File: src/rtl/input_fifo_pkg.sv
// rtl/input_fifo_pkg.sv - shared sizes, types and occupancy helper for the router input FIFO
package input_fifo_pkg;

    localparam int DATA_WIDTH = 32;
    localparam int DEPTH      = 4;
    localparam int PTR_WIDTH  = 2;

    typedef logic [DATA_WIDTH-1:0] flit_t;
    typedef logic [PTR_WIDTH-1:0]  ptr_t;
    typedef logic [PTR_WIDTH:0]    cnt_t;

    localparam cnt_t FULL_COUNT = cnt_t'(DEPTH);

    // Occupancy after one edge: +1 on accepted write, -1 on accepted read.
    function automatic cnt_t next_count(cnt_t cur, logic wr_acc, logic rd_acc);
        cnt_t nxt;
        nxt = cur;
        if (wr_acc && !rd_acc) begin
            nxt = cur + cnt_t'(1);
        end else if (rd_acc && !wr_acc) begin
            nxt = cur - cnt_t'(1);
        end
        return nxt;
    endfunction

endpackage

File: src/rtl/input_fifo_if.sv
// rtl/input_fifo_if.sv - flit write, pop and status bundle of the router input FIFO
interface input_fifo_if;
    import input_fifo_pkg::*;

    logic  valid_in;
    flit_t data_in;
    logic  read_en;
    flit_t data_out;
    logic  ready_out;
    logic  empty;
    logic  full;
    cnt_t  count;
    logic  overflow;
    logic  underflow;

    // Upstream writer plus routing/crossbar reader side.
    modport master (
        output valid_in, data_in, read_en,
        input  data_out, ready_out, empty, full, count, overflow, underflow
    );

    // The FIFO itself.
    modport slave (
        input  valid_in, data_in, read_en,
        output data_out, ready_out, empty, full, count, overflow, underflow
    );

endinterface

File: src/rtl/fifo_regfile.sv
// rtl/fifo_regfile.sv - DEPTH x DATA_WIDTH storage, synchronous write, asynchronous read
module fifo_regfile
    import input_fifo_pkg::*;
(
    input  logic  clk,
    input  logic  we_i,
    input  ptr_t  waddr_i,
    input  flit_t wdata_i,
    input  ptr_t  raddr_i,
    output flit_t rdata_o
);

    flit_t mem_q [DEPTH];

    // Storage is not reset; stale slots are masked by the empty decode upstream.
    always_ff @(posedge clk) begin
        if (we_i) begin
            mem_q[waddr_i] <= wdata_i;
        end
    end

    assign rdata_o = mem_q[raddr_i];

endmodule

File: src/rtl/input_fifo.sv
// rtl/input_fifo.sv - first-word-fall-through per-port input buffer of the NoC router
module input_fifo
    import input_fifo_pkg::*;
(
    input  logic        clk,
    input  logic        rst,
    input_fifo_if.slave fifo
);

    ptr_t  wr_ptr_q, wr_ptr_d;
    ptr_t  rd_ptr_q, rd_ptr_d;
    cnt_t  count_q, count_d;
    logic  overflow_q, overflow_d;
    logic  underflow_q, underflow_d;
    logic  empty_w, full_w;
    logic  wr_acc, rd_acc;
    flit_t head_w;

    // Status decodes only from registered occupancy, never from same-cycle inputs.
    assign empty_w = (count_q == '0);
    assign full_w  = (count_q == FULL_COUNT);
    assign wr_acc  = fifo.valid_in & ~full_w;
    assign rd_acc  = fifo.read_en & ~empty_w;

    // Pointer, occupancy and sticky error next-state.
    always_comb begin
        wr_ptr_d    = wr_ptr_q;
        rd_ptr_d    = rd_ptr_q;
        overflow_d  = overflow_q;
        underflow_d = underflow_q;
        count_d     = next_count(count_q, wr_acc, rd_acc);
        if (wr_acc) begin
            wr_ptr_d = wr_ptr_q + ptr_t'(1);
        end
        if (rd_acc) begin
            rd_ptr_d = rd_ptr_q + ptr_t'(1);
        end
        if (fifo.valid_in && full_w) begin
            overflow_d = 1'b1;
        end
        if (fifo.read_en && empty_w) begin
            underflow_d = 1'b1;
        end
    end

    // State registers; reset clears everything at once, discarding queued flits.
    always_ff @(posedge clk or posedge rst) begin
        if (rst) begin
            wr_ptr_q    <= '0;
            rd_ptr_q    <= '0;
            count_q     <= '0;
            overflow_q  <= 1'b0;
            underflow_q <= 1'b0;
        end else begin
            wr_ptr_q    <= wr_ptr_d;
            rd_ptr_q    <= rd_ptr_d;
            count_q     <= count_d;
            overflow_q  <= overflow_d;
            underflow_q <= underflow_d;
        end
    end

    fifo_regfile u_regfile (
        .clk     (clk),
        .we_i    (wr_acc),
        .waddr_i (wr_ptr_q),
        .wdata_i (fifo.data_in),
        .raddr_i (rd_ptr_q),
        .rdata_o (head_w)
    );

    assign fifo.data_out  = empty_w ? '0 : head_w;
    assign fifo.empty     = empty_w;
    assign fifo.full      = full_w;
    assign fifo.ready_out = ~full_w;
    assign fifo.count     = count_q;
    assign fifo.overflow  = overflow_q;
    assign fifo.underflow = underflow_q;

endmodule

File: src/flat_wrapper.sv
// flat-port wrapper written by rule: the top's interface ports become plain ports
module input_fifo_flat import input_fifo_pkg::*;
  (clk, rst, fifo_valid_in, fifo_data_in, fifo_read_en, fifo_data_out, fifo_ready_out, fifo_empty, fifo_full, fifo_count, fifo_overflow, fifo_underflow);
  input_fifo_if fifo_i ();
  input  logic clk;
  input  logic rst;
  input wire logic [$bits(fifo_i.valid_in)-1:0] fifo_valid_in;
  input wire logic [$bits(fifo_i.data_in)-1:0] fifo_data_in;
  input wire logic [$bits(fifo_i.read_en)-1:0] fifo_read_en;
  output wire logic [$bits(fifo_i.data_out)-1:0] fifo_data_out;
  output wire logic [$bits(fifo_i.ready_out)-1:0] fifo_ready_out;
  output wire logic [$bits(fifo_i.empty)-1:0] fifo_empty;
  output wire logic [$bits(fifo_i.full)-1:0] fifo_full;
  output wire logic [$bits(fifo_i.count)-1:0] fifo_count;
  output wire logic [$bits(fifo_i.overflow)-1:0] fifo_overflow;
  output wire logic [$bits(fifo_i.underflow)-1:0] fifo_underflow;
  assign fifo_i.valid_in = fifo_valid_in;
  assign fifo_i.data_in = fifo_data_in;
  assign fifo_i.read_en = fifo_read_en;
  assign fifo_data_out = fifo_i.data_out;
  assign fifo_ready_out = fifo_i.ready_out;
  assign fifo_empty = fifo_i.empty;
  assign fifo_full = fifo_i.full;
  assign fifo_count = fifo_i.count;
  assign fifo_overflow = fifo_i.overflow;
  assign fifo_underflow = fifo_i.underflow;
  input_fifo u_core (.clk(clk), .rst(rst), .fifo(fifo_i));
endmodule
File: config.mk
export PLATFORM = sky130hd
export DESIGN_NAME = input_fifo_flat
export DESIGN_NICKNAME = d
export VERILOG_FILES = /design/src/rtl/input_fifo_pkg.sv /design/src/rtl/input_fifo_if.sv /design/src/rtl/fifo_regfile.sv /design/src/rtl/input_fifo.sv /design/src/flat_wrapper.sv
export SDC_FILE = /design/constraint.sdc
export NUM_CORES = 1
export LEC_CHECK = 0
export CELL_PAD_IN_SITES_DETAIL_PLACEMENT = 1
export CELL_PAD_IN_SITES_GLOBAL_PLACEMENT = 2
export CORE_MARGIN = 2
export CORE_UTILIZATION = 40
export DETAILED_ROUTE_END_ITERATION = 16
export GPL_ROUTABILITY_DRIVEN = 0
export GPL_TIMING_DRIVEN = 0
export PLACE_DENSITY_LB_ADDON = 0.1
export SLEW_MARGIN = 20
export SYNTH_ARGS = -nofsm -noshare
export SYNTH_HDL_FRONTEND = slang
export SYNTH_SLANG_ARGS = --single-unit
export TNS_END_PERCENT = 10
File: constraint.sdc
create_clock -name clk -period 2.4 [get_ports clk]
set_input_delay 0.48 -clock clk [delete_from_list [all_inputs] [get_ports clk]]
set_output_delay 0.48 -clock clk [all_outputs]
set_load 0.05 [all_outputs]
# Word level (Yosys, flattened, before mapping)
# Memories as Yosys holds them, arrays and structs flattened.
# Index checks and enable logic that the tools add are counted.
[totals]
register_bits = 9
out_inout_bits = 40
memories = 1
elab_cells = 28
ramBits = 128
[classes]
muxes = 5
n_reduce_logical = 8
bitwise = 4
n_eq_ne = 1
n_addsub = 4
[memory_table]
columns = ["memory", "depth", "width", "rd", "rd_ports_with_merged_regs", "write_ports", "line_no", "source"]
rows = [
  ["u_core.u_regfile.mem_q", 4, 32, 1, 0, 1, "fifo_regfile.sv:13", "flit_t mem_q [DEPTH];"],
]
[op_table]
columns = ["op", "n"]
rows = [
  ["$mux W32", 1],
  ["$mux W3", 2],
  ["$add A2 B1 Y2 const B", 2],
  ["$logic_and A1 B1 Y1", 4],
  ["$add A3 B1 Y3 const B", 1],
  ["$eq A3 B3 Y1 const B", 1],
  ["$logic_not A3 Y1", 1],
  ["$sub A3 B1 Y3 const B", 1],
  ["$and A1 B1 Y1", 2],
  ["$logic_not A1 Y1", 2],
  ["$mux W1", 2],
  ["$not A1 Y1", 2],
  ["$reduce_bool A2 Y1", 1],
]

# Longest topological paths before layout
# Gate-level depths: netlist of the first run.
[logic_depth]
word_depth = 7
depth_mapped = 9

# Hierarchy
# Synthesis of the first run repeated with hierarchy kept, for this count alone.
[hier_totals]
cells_unflattened = 238
area_unflattened_um2 = 5330.1
[modules_own_cells]
columns = ["module", "n_inst", "area_each_um2", "cells_each"]
rows = [
  ["fifo_regfile", 1, 4689.5, 171],
  ["input_fifo", 1, 640.6, 67],
]

# Worst setup path before layout of the first run
# No wires, ideal clock.
[synth_path]
path_type = "reg-to-reg"
startpoint = "register u_core.count_q[2] (netlist: u_core.fifo.count[2])"
endpoint = "register u_core.count_q[1] (netlist: u_core.fifo.count[1])"
t_arrival_ns = 2.481
path_stages_with_launch = 8
setup_time_ns = 0.125
t_required_ns = 2.275
path_slack_ns = -0.206
path_buffers = 1
cell_sequence = "dfrtp_1 > nor3b_4 > nor2b_1 > buf_2 > ha_1 > inv_1 > fa_1 > mux2_2"
[synth_via]
word_cells_on_any_way = 12
classes_between = "1 x eq/ne; 1 x mux; 4 x bitwise; 6 x reduce/logical"
[synth_rtl]
columns = ["element", "line_no", "source"]
rows = [
  ["start, declared", "input_fifo.sv:12", "cnt_t count_q, count_d;"],
  ["start signal, assigned", "input_fifo.sv:57", "count_q <= count_d;"],
  ["$eq A3 B3 Y1", "input_fifo.sv:21", "assign full_w = (count_q == FULL_COUNT);"],
  ["net fifo_full", "flat_wrapper.sv:13", "output wire logic [$bits(fifo_i.full)-1:0] fifo_full;"],
  ["$not A1 Y1", "input_fifo.sv:22", "assign wr_acc = fifo.valid_in & ~full_w;"],
  ["$and A1 B1 Y1", "input_fifo.sv:22", ""],
  ["net u_core.u_regfile.we_i", "fifo_regfile.sv:6", "input logic we_i,"],
  ["$logic_and A1 B1 Y1", "input_fifo_pkg.sv:18", "if (wr_acc && !rd_acc) begin"],
  ["$mux W3", "input_fifo_pkg.sv:18", ""],
  ["net u_core.count_d[1]", "input_fifo.sv:12", ""],
]
# The timed path passes the listed nets, and every way through them passes these cells.
# A chain may end at the register's enable or synchronous reset.

# Worst setup path after layout of the first run
[layout_path]
startpoint = "register u_core.rd_ptr_q[0]"
endpoint = "output port fifo_data_out[27]"
[layout_via]
elab_chain_len = 2
[layout_lines]
columns = ["element", "line_no", "source"]
rows = [
  ["start, declared", "input_fifo.sv:11", "ptr_t rd_ptr_q, rd_ptr_d;"],
  ["start signal, assigned", "input_fifo.sv:56", "rd_ptr_q <= rd_ptr_d;"],
  ["$mem_v2 Z4 W32", "--", ""],
  ["$mux W32", "input_fifo.sv:72", "assign fifo.data_out = empty_w ? '0 : head_w;"],
  ["end, declared", "flat_wrapper.sv:10", "output wire logic [$bits(fifo_i.data_out)-1:0] fifo_data_out;"],
]
# No other way between the ends.

==> impl_metrics.yaml, run 1 <==
timing:
  clock.fmax_ghz: 0.4093
  min_period_ns: 2.443
  setup_viol: 19
  skew_ns: 0.005436
  fin_ws_ns: -0.04330
  slew_viol_final: 0
  finalCritPeriodShare_pct: 101.8
  max_slew.worst_pin.slew_ns: 0.5564
  finalHoldViolations: 0
  slew-limit-headroom_pct: 62.91
  finalSetupTns_ns: -0.3912
  rsz0062_at_grt: "yes"
setup_path:
  r2r-start: "u_core.fifo.count[1]"
  max_stage_delay_ns: 0.50
  cp_slowest_cell: "mux4_2"
  worst_ep_arrival_time_ns: 1.96
  path_delay_family: "buffers and inverters"
  crit_top_cell: "buf_12"
  path_cells: "buf_12 -> buf_12 -> mux4_2 -> nor2b_1 -> buf_2"
  worst-path-max-fanout: 10
  crit_type: "reg2out"
  rrSetupSlack_ns: 0.21
  crit_path_start_kind: "flip-flop"
  r2r-end: "u_core.fifo.count[2]"
  endpoint_kind: "output port"
  reg2regPathDepth: 10
  cp.required_ns: 1.92
  path_buf_inv: 3
cells_and_area:
  drive_above_1_share_pct: 33.89
  syn_to_final_growth_pct: 32.05
  fin_nets: 387
  antennaDiodeCount: 0
  fillers: 1194
die:
  die_area_um2: 14340
  std_cell_rows: 42
  fp.dieH_um: 119.8
  die_w_um: 119.8
  start_util_pct: 40.64
  io_pins: 76
  fp.coreArea_um2: 13190
synthesis:
  synth.avg_cell_area_um2: 21.88
  yosysTopAreaCellShare_pct: 71.71
  syn_inst: 245
  ys_ff_latch: 137
  yosysTopAreaCell: "edfxtp_1"
  syn_nets: 287
  synth_seq_area_share_pct: 75.91
  synthDistinctLibCells: 22
  synth_area_um2: 5360
  netlist_top_cells_area: "edfxtp_1 72%, mux4_2 13%, dfrtp_1 4.2%, nor2b_1 2.9%, ha_1 1.2%"
  ys_warn_count: 0
clock_tree:
  hold_buffers: 0
  cts_sinks: 137
  clock_path_buffers: 2
  clockRootBuffer: "clkbuf_16"
  cts_buffers: 17
  tritoncts: "done"
  clkLatencyLatePin_ns: 0.41
  htreeDepth: 4
  path_clk_slew_ns: 0.06
global_routing:
  grt_overflow: 0
  antenna_found_initial: 0
  grt_pass1_vias: 2866
  grtUsageTotal_pct: 15.30
  grt_pass1_wl_um: 15950
  grt_max_degree: 22
route:
  drc: 0
  vias_per_cell: 4.891
  routed_wl_um: 10240
  vias: 2607
  drt-initial-drc-count: 212
  ant_nets: 0
  wl_per_cell_um: 19.21
  drt_first_pass_iters: 4
placed_design:
  io_buffers: 75
  dp_hpwl_um: 6513
job:
  cap_viol_max_count: 0
status:
  failed_checks: "negative setup slack"
  outcome: "complete, but fails checks"
worst_hold_path:
  hold_class: "in2async"
## Yosys cell counts
library cell  instances
edfxtp_1            128
mux4_2               32
nor2b_1              25
dfrtp_1               9
and2b_1               8
buf_2                 6
ha_1                  5
inv_1                 5
and2_1                4
buf_6                 3
xnor2_1               3
xor2_1                3
a21o_1                2
clkbuf_1              2
mux2_2                2
nor2_1                2
buf_12                1
fa_1                  1
nand2_1               1
nand2b_1              1
nor3_2                1
nor3b_4               1
## what timing repair did
item | CTS | global route
cloned | 0 | 1
setup endpoints to repair | 36 | 32
resized for setup | 212 | 16
setup buffers | 2 | 0
pin swaps | 1 | 0
## worst max-delay path by stage
| stage | from | slack, ns | cells past startpoint | to |
|---|---|---|---|---|
| floorplan | u_core.fifo.count[2] | 0.006 | 7 | u_core.fifo.count[1] |
| global placement | fifo_valid_in | -0.86 | 4 | u_core.u_regfile.mem_q[0][18] |
| detailed placement | u_core.fifo.count[0] | -0.54 | 4 | fifo_data_out[17] |
| CTS | u_core.rd_ptr_q[0] | -0.08 | 5 | fifo_data_out[4] |
| global route | u_core.rd_ptr_q[0] | -0.12 | 5 | fifo_data_out[14] |
| finish | u_core.rd_ptr_q[0] | -0.04 | 5 | fifo_data_out[27] |
## worst register-to-register path, cell delays in order (launching register included)
cell      delay, ns
dfrtp_2        0.47
nor3_4         0.21
buf_12         0.14
buf_4          0.11
nand2b_1       0.17
ha_4           0.15
inv_1          0.04
fa_1           0.37
xor2_1         0.17
nor2_1         0.12
xor2_1         0.15
## area by class of cell
class                   instances  area, um^2  share of cell area [%]
repair buffers                 82       912.1                   12.89
inverters                       5       18.77                  0.2652
well taps                     176       220.2                   3.111
clock buffers                  19       432.9                   6.116
plain buffers                  11       122.6                   1.732
multi-input cells              91        1212                   17.13
flip-flops and latches        137        4074                   57.56
clock inverters                12       85.08                   1.202
## metal layers
layer | share of wire (%) | track usage, % | up-vias
met5 | 0 | 0 | -
met4 | 1.3 | 5.735 | 0
met3 | 3.7 | 4.420 | 9
met2 | 51 | 25.25 | 61
met1 | 44 | 19.30 | 1366
li1 | - | - | 1171
## through the flow
step / instances / utilization [%] / worst slack [ns] / instance area [um^2] / hold WS, ns
finish: 533 / 53.66 / -0.04330 / 7078 / 0.3528
global route: 533 / 53.66 / -0.1240 / 7078 / 0.3750
CTS: 532 / 53.15 / -0.08029 / 7010 / 0.3489
detailed placement: 500 / 48.88 / -0.5443 / 6447 / 0.4481
global placement: 496 / 48.12 / -0.8610 / 6347 / 0.4439
floorplan: 245 / - / 0.006139 / 5376 / 0.3077
## state kept, by name (all words and copies together) (netlist names)
signal / flops
u_core.fifo.underflow: 1
u_core.rd_ptr_q: 2
u_core.wr_ptr_q: 2
u_core.fifo.overflow: 1
u_core.u_regfile.mem_q: 128
u_core.fifo.count: 3
## layout by cell type (no fill, tap or decap), types with 2 or more instances in the layout
cell type        count
dfrtp_2              4
nor2_1               2
clkdlybuf4s50_1     40
clkbuf_1             2
clkbuf_16           18
nor2b_1             24
buf_6               26
a21o_1               2
buf_16               2
edfxtp_1           128
inv_1                5
mux2_2               2
dlygate4sd2_1        2
xor2_1               3
clkdlybuf4s15_2      3
buf_2                7
xnor2_1              3
mux4_2              32
and2_2               4
clkinv_1             5
and2b_1              8
ha_1                 4
buf_12               7
dfrtp_1              5
buf_4                4
clkinv_2             4
## kinds of logic (layout without fill, tap and decap cells)
| group | count (synthesis) | in the layout | synth area share (%) |
|---|---|---|---|
| compound gates | 2 | 2 | 0.2800 |
| mux | 34 | 34 | 13.87 |
| flops | 137 | 137 | 75.91 |
| simple gates | 43 | 43 | 5.369 |
| buf+inv | 17 | 129 | 2.054 |
| xor+xnor | 6 | 6 | 0.9806 |
| fa+ha+maj | 6 | 6 | 1.541 |
Power of run 1 is not shown: default switching activity piles up to over one toggle a cycle in this logic, so the estimate is an artifact.
==> run 2: changes to the inputs <==
--- a/config.mk
+++ b/config.mk
@@ -12,7 +12,8 @@
 export DETAILED_ROUTE_END_ITERATION = 16
 export GPL_ROUTABILITY_DRIVEN = 0
 export GPL_TIMING_DRIVEN = 0
-export PLACE_DENSITY_LB_ADDON = 0.1
+export PLACE_DENSITY = 0.85
+export SETUP_SLACK_MARGIN = 0.05
 export SLEW_MARGIN = 20
 export SYNTH_ARGS = -nofsm -noshare
 export SYNTH_HDL_FRONTEND = slang
==> impl_metrics.yaml, run 2 (same netlist as run 1, synthesis figures left out) <==
setup_path:
  crit_type: "reg2out"
  path_buf_inv: 3
  cp.required_ns: 1.92
  crit_path_start_kind: "flip-flop"
  endpoint_kind: "output port"
  worst_ep_arrival_time_ns: 1.95
  startpoint: "u_core.rd_ptr_q[0]"
  max_stage_delay_ns: 0.48
  worst-path-max-fanout: 10
  path_delay_family: "buffers and inverters"
  r2r-start: "u_core.fifo.count[0]"
  cp_slowest_cell: "mux4_2"
  path_cells: "buf_12 -> clkbuf_16 -> mux4_2 -> and2b_1 -> buf_6"
clock_tree:
  htreeDepth: 4
  path_clk_slew_ns: 0.06
  cts_buffers: 17
  clock_path_buffers: 2
  clkLatencyLatePin_ns: 0.41
  cts_sinks: 137
  clockRootBuffer: "clkbuf_16"
  hold_buffers: 0
  tritoncts: "done"
worst_hold_path:
  hold_class: "in2async"
die:
  start_util_pct: 40.64
  fp.dieH_um: 119.8
  fp.coreArea_um2: 13190
  die_area_um2: 14340
  io_pins: 76
  std_cell_rows: 42
  die_w_um: 119.8
timing:
  finalCritPeriodShare_pct: 101.1
  slew_viol_final: 0
  clock.fmax_ghz: 0.4121
  min_period_ns: 2.427
  slew-limit-headroom_pct: 56.11
  finalHoldViolations: 0
  skew_ns: 0.005067
  holdWs_ns: 0.3617
  rsz0062_at_grt: "yes"
  fin_ws_ns: -0.02663
  setup_viol: 12
  max_slew.worst_pin.slew_ns: 0.6584
cells_and_area:
  fin_nets: 389
  final_cell_mix: "128 x edfxtp_1, 40 x clkdlybuf4s50_1, 32 x mux4_2"
  top_register: "u_core.u_regfile.mem_q"
  syn_to_final_growth_pct: 35.06
  largest_register_ffs: 128
  antennaDiodeCount: 0
  final_common_cell: "edfxtp_1"
  drive_above_1_share_pct: 33.89
  design_area_um2: 7239
  fillers: 1171
placed_design:
  dp_hpwl_um: 6685
  placed_area_um2: 6450
  io_buffers: 75
route:
  drc: 0
  vias_per_cell: 4.851
  ant_nets: 0
  drt-initial-drc-count: 196
  vias: 2600
  drt_first_pass_iters: 4
  wl_per_cell_um: 19.90
  routed_wl_um: 10660
status:
  outcome: "complete, but fails checks"
  failed_checks: "negative setup slack"
global_routing:
  grt_max_degree: 22
  grt_overflow: 0
  antenna_found_initial: 0
  grt_pass1_wl_um: 16700
  grtUsageTotal_pct: 16.22
  grt_pass1_vias: 3015
job:
  cap_viol_max_count: 0
run 2: cell types whose count changed in the layout (fill, tap and decap cells not counted), sizes merged:
cell and delta:
buf +2, clkinvlp -1, clkbuf +1, clkinv -1, bufinv +4, clkdlybuf4s15 -2
run 2: path summary, 6_finish.rpt:
path	slack [ns]	end	cells after the start
setup / recovery	-0.03	fifo_data_out[13]	5
hold / removal	0.36	u_core.fifo.underflow	2
setup reg to reg	0.16	u_core.fifo.count[2]	10
hold reg to reg	0.46	u_core.fifo.overflow	1
max in group asynchronous	1.71	u_core.rd_ptr_q[1]	2
min in group clk	0.46	u_core.fifo.overflow	1
run 2: what timing repair did:
action,CTS,global route
cloned,0,3
pin swaps,1,1
resized for setup,219,24
buffers inserted,2,0
setup endpoints to repair,37,34
run 2: layer usage:
metal,track usage (%),vias to the layer above,part of all wire [%]
met5,0,-,0
li1,-,1178,-
met2,27.32,63,51
met1,19.67,1342,43
met3,4.420,17,3.5
met4,7.059,0,1.9
run 2: final cells by class:
class / count / area, um^2 / area share (%)
plain buffers: 11 / 125.1 / 1.728
clock buffers: 18 / 429.2 / 5.928
clock inverters: 14 / 183.9 / 2.541
inverters: 5 / 18.77 / 0.2592
multi-input cells: 91 / 1207 / 16.68
flip-flops and latches: 137 / 4074 / 56.27
well taps: 176 / 220.2 / 3.042
repair buffers: 84 / 980.9 / 13.55
run 2: metrics by stage:
stage	TNS [ns]	util (%)	setup WS, ns	instances
2_1_floorplan	0	-	0.02268	245
3_3_place_gp	-104.54	48.14	-0.7499	496
3_5_place_dp	-13.72	48.90	-0.5862	500
4_1_cts	-1.317	54.06	-0.08480	533
5_1_grt	-2.436	54.89	-0.1101	536
6_report	-0.09710	54.89	-0.02663	536
run 2: worst register-to-register path: stages, from the launching register on:
cell and delay [ns]:
dfrtp_2 0.47, nor3_4 0.24, buf_12 0.15, buf_4 0.12, nand2b_2 0.16, ha_4 0.15, inv_2 0.03, fa_1 0.37
xor2_1 0.17, nor2_1 0.12, xor2_1 0.17
Power of run 2 is left out for the same reason.
==> run 3: changes to the inputs <==
==> constraint.sdc (replaced) <==
create_clock -name clk -period 2.65 [get_ports clk]
set_input_delay 0.53 -clock clk [delete_from_list [all_inputs] [get_ports clk]]
set_output_delay 0.53 -clock clk [all_outputs]
set_load 0.05 [all_outputs]
==> impl_metrics.yaml, run 3 (same netlist as run 1, synthesis figures left out) <==
route:
  met1_length_um: 3995
  drt_first_pass_iters: 4
  wl_per_cell_um: 18.96
  drc: 0
  vias: 2605
  met3_length_um: 606
  ant_nets: 0
  wl_met2_um: 5259
  drt-initial-drc-count: 181
  top_layer: "met4"
  routed_wl_um: 10050
  vias_per_cell: 4.915
die:
  fp.dieH_um: 119.8
  start_util_pct: 40.64
  die_w_um: 119.8
  std_cell_rows: 42
  fp.coreArea_um2: 13190
  die_area_um2: 14340
  io_pins: 76
setup_path:
  worst-path-max-fanout: 10
  crit_top_cell: "buf_6"
  cp_slowest_cell: "mux4_2"
  path_buf_inv: 3
  path_cells: "buf_6 -> buf_6 -> mux4_2 -> nor2b_1 -> clkdlybuf4s15_2"
  crit_path_start_kind: "flip-flop"
  reg2regPathDepth: 9
  endpoint_kind: "output port"
  crit_cells: 5
  cp.required_ns: 2.12
  max_stage_delay_ns: 0.51
  worst_ep_arrival_time_ns: 2.13
  path_delay_family: "buffers and inverters"
  crit_type: "reg2out"
global_routing:
  grtUsageTotal_pct: 15.66
  grt_overflow: 0
  grt_pass1_wl_um: 15970
  grt_max_degree: 20
  grt_pass1_vias: 2895
  antenna_found_initial: 0
clock_tree:
  clock_path_buffers: 2
  hold_buffers: 0
  htreeDepth: 4
  cts_buffers: 17
  path_clk_slew_ns: 0.06
  clockRootBuffer: "clkbuf_16"
  cts_sinks: 137
  tritoncts: "done"
  clkLatencyLatePin_ns: 0.41
cells_and_area:
  final_common_cell: "edfxtp_1"
  final_cell_mix: "128 x edfxtp_1, 41 x clkdlybuf4s50_1, 32 x mux4_2"
  antennaDiodeCount: 0
  syn_to_final_growth_pct: 29.76
  largest_register_ffs: 128
  fin_nets: 385
  top_register: "u_core.u_regfile.mem_q"
  stdcell_count: 530
  drive_above_1_share_pct: 31.64
placed_design:
  io_buffers: 75
  dp_hpwl_um: 6404
  dp_slack_ns: -0.3229
  dp_cells: 500
timing:
  setup_viol: 2
  clock.fmax_ghz: 0.3765
  finalHoldViolations: 0
  min_period_ns: 2.656
  finalCritPeriodShare_pct: 100.2
  skew_ns: 0.006374
  max_slew.worst_pin.slew_ns: 0.5391
  fin_ws_ns: -0.006356
  rsz0062_at_grt: "yes"
  slew-limit-headroom_pct: 64.06
  slew_viol_final: 0
status:
  outcome: "complete, but fails checks"
  failed_checks: "negative setup slack"
worst_hold_path:
  hold_class: "in2async"
job:
  cap_viol_max_count: 0
run 3: cell types whose count changed in the layout (fill, tap and decap cells not counted), sizes merged:
cell / change
clkbuf: +4
clkdlybuf4s15: +5
clkinv: -1
dlygate4sd2: +4
clkdlybuf4s50: +1
bufinv: -1
buf: -18
run 3: layout make-up:
cell class	count	area, um^2
clock buffers	18	429.2
fillers	1188	6235
plain buffers	11	96.34
multi-input cells	91	1192
inverters	5	18.77
well taps	176	220.2
clock inverters	12	157.7
repair buffers	80	770.7
flip-flops and latches	137	4070
run 3: path summary, 6_finish.rpt:
| path | to | slack (ns) | from |
|---|---|---|---|
| max | fifo_data_out[28] | -0.006 | u_core.rd_ptr_q[0] |
| max in group asynchronous | u_core.fifo.count[2] | 1.95 | rst |
| min reg2reg | u_core.fifo.overflow | 0.46 | u_core.fifo.overflow |
| min in group clk | u_core.fifo.overflow | 0.46 | u_core.fifo.overflow |
| max reg2reg | u_core.fifo.count[2] | 0.51 | u_core.fifo.count[1] |
| min | u_core.fifo.underflow | 0.40 | rst |
run 3: through the flow:
step                setup TNS [ns]  utilization (%)  hold slack (ns)  cell area [um^2]
floorplan                        0                -           0.3579              5361
global placement            -70.27            48.01           0.4407              6332
detailed placement          -5.187            48.88           0.4517              6447
CTS                         -2.442            53.30           0.4012              7030
global route               -0.8606            52.73           0.4193              6955
finish                   -0.007601            52.73           0.3983              6955
run 3: routing by layer:
| metal | GRT usage (%) | up-vias |
|---|---|---|
| li1 | - | 1171 |
| met1 | 18.71 | 1339 |
| met2 | 25.89 | 80 |
| met3 | 5.086 | 15 |
| met4 | 7.279 | 0 |
| met5 | 0 | - |
run 3: worst reg2reg max path, stage by stage, from the launching register on:
cell and delay [ns]:
dfrtp_1 0.48, nor3_4 0.23, buf_12 0.15, nand2b_1 0.14, ha_1 0.19, inv_1 0.06, fa_1 0.37, xor2_1 0.18
nor2_1 0.12, xor2_1 0.15
run 3: timing repair:
action,in CTS,in global routing
resized for setup,59,53
buffers inserted,1,0
pin swaps,1,0
endpoints found under the setup margin,33,29
gates cloned,0,0
endpoints found under the hold margin,0,0
Power of run 3 is left out for the same reason.
